File: config.mk
export PLATFORM = sky130hd
export DESIGN_NAME = alu_result_collector
export DESIGN_NICKNAME = d
export VERILOG_FILES = /design/src/rtl/alu_result_collector.sv
export SDC_FILE = /design/constraint.sdc
export NUM_CORES = 1
export LEC_CHECK = 0
export ABC_CLOCK_PERIOD_IN_PS = 7750
export BUFFER_PORTS_ARGS = -buffer_cell sky130_fd_sc_hd__buf_2
export CAP_MARGIN = 20
export CORE_MARGIN = 2
export CORE_UTILIZATION = 45
export DETAILED_ROUTE_END_ITERATION = 6
export HOLD_SLACK_MARGIN = 0.08
export SYNTH_ARGS = -nofsm -noshare
export SYNTH_HDL_FRONTEND = slang
export SYNTH_SLANG_ARGS = --single-unit
export TNS_END_PERCENT = 100
File: constraint.sdc
create_clock -name clk -period 7.75 [get_ports clk]
set_clock_uncertainty 0.2 [all_clocks]
set_input_delay 0.775 -clock clk [delete_from_list [all_inputs] [get_ports clk]]
set_output_delay 0.775 -clock clk [all_outputs]
set_load 0.01 [all_outputs]
File: src/rtl/alu_result_collector.sv
// Receive-side companion of the pipelined ALU: buffers returned results in a
// first-word-fall-through FIFO, returns issue credits and checks tag ordering.
module alu_result_collector #(
  parameter int WIDTH    = 32,
  parameter int DATABITS = 4,
  parameter int DEPTH    = 4,
  parameter int CW       = $clog2(DEPTH + 1)
) (
  input  logic                clk,
  input  logic                reset,
  input  logic                issue,
  output logic                can_issue,
  input  logic                res_valid,
  input  logic [WIDTH-1:0]    res,
  input  logic [DATABITS-1:0] out_databits,
  input  logic [1:0]          out_op,
  output logic                o_valid,
  input  logic                o_ready,
  output logic [WIDTH-1:0]    o_res,
  output logic [DATABITS-1:0] o_tag,
  output logic [1:0]          o_op,
  output logic [CW-1:0]       count,
  input  logic                err_clr,
  output logic                seq_err,
  output logic                ovf_err
);

  localparam int AW = (DEPTH > 1) ? $clog2(DEPTH) : 1;

  typedef struct packed {
    logic [1:0]          op;
    logic [DATABITS-1:0] tag;
    logic [WIDTH-1:0]    res;
  } entry_t;

  entry_t              mem [DEPTH];
  entry_t              head;
  logic [AW-1:0]       wr_ptr, rd_ptr;
  logic [CW-1:0]       count_q, count_nxt;
  logic [CW-1:0]       inflight, inflight_nxt;
  logic [DATABITS-1:0] exp_tag;
  logic [CW:0]         used;
  logic                full, push, pop;
  logic                issue_ok, ret_ok;
  logic                seq_evt, ovf_evt;
  logic                seq_err_q, ovf_err_q;

  // Flow-control decode from registered state only, so issue never loops back
  // combinationally into can_issue.
  assign used      = {1'b0, count_q} + {1'b0, inflight};
  assign can_issue = (used < (CW + 1)'(DEPTH));

  assign full     = (count_q == CW'(DEPTH));
  assign o_valid  = (count_q != '0);
  assign pop      = o_valid & o_ready;
  // A full FIFO still accepts a result when the head leaves in the same cycle.
  assign push     = res_valid & (~full | pop);
  assign issue_ok = issue & can_issue;
  assign ret_ok   = res_valid & (inflight != '0);

  assign seq_evt = res_valid & ((out_databits != exp_tag) | (inflight == '0));
  assign ovf_evt = (issue & ~can_issue) | (res_valid & full & ~pop);

  // NOTE: every signal written in always_comb gets a default first; a path that
  // leaves one unassigned would infer a latch.
  always_comb begin
    count_nxt = count_q;
    case ({push, pop})
      2'b10:   count_nxt = count_q + CW'(1);
      2'b01:   count_nxt = count_q - CW'(1);
      default: count_nxt = count_q;
    endcase
  end

  always_comb begin
    inflight_nxt = inflight;
    if (issue_ok && !ret_ok)      inflight_nxt = inflight + CW'(1);
    else if (!issue_ok && ret_ok) inflight_nxt = inflight - CW'(1);
  end

  // NOTE: sequential state is updated with non-blocking assignments so every
  // register samples the pre-edge values of its neighbours.
  always_ff @(posedge clk or negedge reset) begin
    if (!reset) begin
      wr_ptr   <= '0;
      rd_ptr   <= '0;
      count_q  <= '0;
      inflight <= '0;
      exp_tag  <= '0;
    end else begin
      if (push) wr_ptr <= wr_ptr + AW'(1);
      if (pop)  rd_ptr <= rd_ptr + AW'(1);
      count_q  <= count_nxt;
      inflight <= inflight_nxt;
      // Always track the returned tag, so one bad tag flags once and resyncs.
      if (res_valid) exp_tag <= out_databits + DATABITS'(1);
    end
  end

  // NOTE: storage is deliberately not reset; entries are only observable while
  // count says they are valid, and the head is forced to zero otherwise.
  always_ff @(posedge clk) begin
    if (push) mem[wr_ptr] <= '{op: out_op, tag: out_databits, res: res};
  end

  // Sticky errors: a fresh event outranks a simultaneous clear.
  always_ff @(posedge clk or negedge reset) begin
    if (!reset) begin
      seq_err_q <= 1'b0;
      ovf_err_q <= 1'b0;
    end else begin
      seq_err_q <= (seq_err_q & ~err_clr) | seq_evt;
      ovf_err_q <= (ovf_err_q & ~err_clr) | ovf_evt;
    end
  end

  assign head    = o_valid ? mem[rd_ptr] : '0;
  assign o_res   = head.res;
  assign o_tag   = head.tag;
  assign o_op    = head.op;
  assign count   = count_q;
  assign seq_err = seq_err_q;
  assign ovf_err = ovf_err_q;

endmodule
==> reports/results.ini <==
[synthesis]
synth.top_cell.area_share_pct=67.8
synth_top_area_cell=edfxtp_1
syn_area_sq_um=6730
synthesis.instances=327
yosysWarnings=0
syn-num-nets=382
synth.area.top_cells=edfxtp_1, mux4_2, dfrtp_1
ys_seq_elements=168
ys_types=28
syn-mean-instance-area_sq_um=20.6
ys_seq_area_share_pct=73.8

[critical_path]
slowest_stage=dfrtp_2
rr_worst_depth=10
cp_data_arrival_time_ns=2.62
rr_startpoint=count[1]$_DFFE_PN0P_
cp-end-kind=output pin
crit_type=flop to output pin
cp_max_fo=22
endpoint=o_res[19]
rrSetupSlack_ns=5.07
worstSetupStartpointType=flop
crit_path_start=rd_ptr[0]$_DFFE_PN0N_
crit_chain=buf_4 > mux4_2 > and2_1 > buf_2
r2r-end=inflight[2]$_DFFE_PN0P_
slowest_delay_ns=0.79
crit_required_ns=6.78

[drt]
vias=3216
dr.pass1.iters=4
wl_met1_microns=5020
post-route-drc-count=0
first_iter_violations=216
ant_nets=0
wl_met2_microns=5860
wl_met3_microns=502
highest_layer=met4
wl_per_cell_microns=18.5
wl_microns=11500
vias_per_cell=5.16

[cts]
clkTransAtPathRegs_ns=0.06
cts_resized=0
cts_tree=done
h-tree-depth=4
clock_latency_ns=0.42
cts_buffers=17
cts_setup_buffers=0
ctsHoldBuffers=1
root_buffer=clkbuf_16
clockBufferDepth=2
cts.sinks=168

[sta]
hold_viol_final=0
slew_headroom_pct=30.8
drv_slew=0
setup_viol=0
min_period_ns=3.60
worst_pin_slew_ns=1.04
fmax_mhz=278
rsz0062_at_grt=false
finalCritPeriodShare_pct=46.4
whs_ns=0.310
setup-tns-final_ns=0

[global_routing]
gr-usage-all-layers_pct=15.7
antenna_found_initial=0
grt_pass1_wl_microns=18600
grt_max_degree=42
grt_pass1_vias=3390
gr-total-overflow=0

[layout]
post-route-util_pct=54.7
area_delta_synth_final_pct=18.6
nNetsFinal=481
drive_gt1_share_pct=39.6
diodes=0
mostFrequentLayoutCell=edfxtp_1
layout_common_cells=edfxtp_1, buf_2, and2_1

[pwr]
power.total_mw=3.12
powerDensity_nw_per_um2=391
p_leak_nw=2.87
ir_worst_vdd_v=0.000205

[die]
fp.coreArea_sq_um=14600
ioPinCount=89
dieHeight_microns=126
start_util_pct=46.1
rows=44
fp.dieW_microns=126
die-area_sq_um=16000

[flow_run]
cap_violations=0

[place]
globalplace.congestion=0.721
numPortBuffers=88
dp.final_hpwl_microns=6750

[hold_path]
hp-class=flop to flop

[run_status]
outcome=finished, final reports clean

per-layer routing:
layer,track usage (%),vias to the layer above
met5,0,-
met4,5.43,0
met3,4.81,8
met2,26.1,72
met1,19.6,1659
li1,-,1477
area by class of cell:
| cell class | instances | area, sq um |
|---|---|---|
| repair buffers | 94 | 533 |
| well taps | 184 | 230 |
| fillers | 1160 | 6610 |
| clock inverters | 10 | 86.3 |
| clock buffers | 22 | 528 |
| multi-input cells | 136 | 1600 |
| flip-flops and latches | 168 | 4970 |
| inverters | 9 | 33.8 |
logic make-up after synthesis:
| family | share of synthesized area (%) |
|---|---|
| XOR/XNOR | 1.95 |
| AO/OA/AOI/OAI | 0.372 |
| buffers and inverters | 2.47 |
| multiplexers | 13.5 |
| AND/OR/NAND/NOR | 5.65 |
| flip-flops | 73.8 |
| adder cells (fa/ha/maj) | 2.27 |
metrics by stage:
| step | cells | setup WS [ns] | instance area, sq um |
|---|---|---|---|
| finish | 623 | 4.15 | 7980 |
| floorplan | 327 | 4.93 | 6730 |
| detailed placement | 587 | 4.48 | 7290 |
| CTS | 620 | 4.04 | 7920 |
| global route | 623 | 3.91 | 7980 |
| global placement | 587 | 4.52 | 7290 |
Yosys cell counts, drive strengths merged:
master,number
nor2b,3
dfrtp,16
nand2b,1
fa,2
o21ai,1
inv,9
nor4,2
edfxtp,152
xnor2,5
xor2,10
mux2,3
clkbuf,5
nand3,2
nor4b,1
a21oi,4
ha,9
mux4,38
buf,9
and2,44
nor2,6
nor3,1
mux2i,2
or3,1
and3,1
where the power goes:
| part | total (mW) | leakage, nW | switching, mW | internal, mW |
|---|---|---|---|---|
| sequential | 1.33 | 1.58 | 0.135 | 1.20 |
| clock | 0.837 | 0.299 | 0.323 | 0.514 |
| combinational | 0.953 | 0.993 | 0.452 | 0.502 |
state kept, by name (all words and copies together) (netlist names):
signal,count
count,3
exp_tag,4
mem,152
wr_ptr,2
inflight,3
rd_ptr,2
seq_err,1
ovf_err,1
worst max-delay path, delay by kind of cell, from the launching register on:
family,cells,cell delay (ns)
buffers and inverters,2,0.67
AND/OR/NAND/NOR,1,0.19
multiplexers,1,0.56
flip-flops,1,0.79
worst min path at each step:
stage / start / to / cells past startpoint
floorplan: inflight[2]$_DFFE_PN0P_ / inflight[2]$_DFFE_PN0P_ / 1
global placement: inflight[2]$_DFFE_PN0P_ / inflight[2]$_DFFE_PN0P_ / 1
detailed placement: inflight[2]$_DFFE_PN0P_ / inflight[2]$_DFFE_PN0P_ / 1
CTS: inflight[2]$_DFFE_PN0P_ / inflight[2]$_DFFE_PN0P_ / 1
global route: res[5] / mem[2][5]$_DFFE_PP_ / 1
finish: inflight[2]$_DFFE_PN0P_ / inflight[2]$_DFFE_PN0P_ / 1
Power figures use the tool's default switching activity.
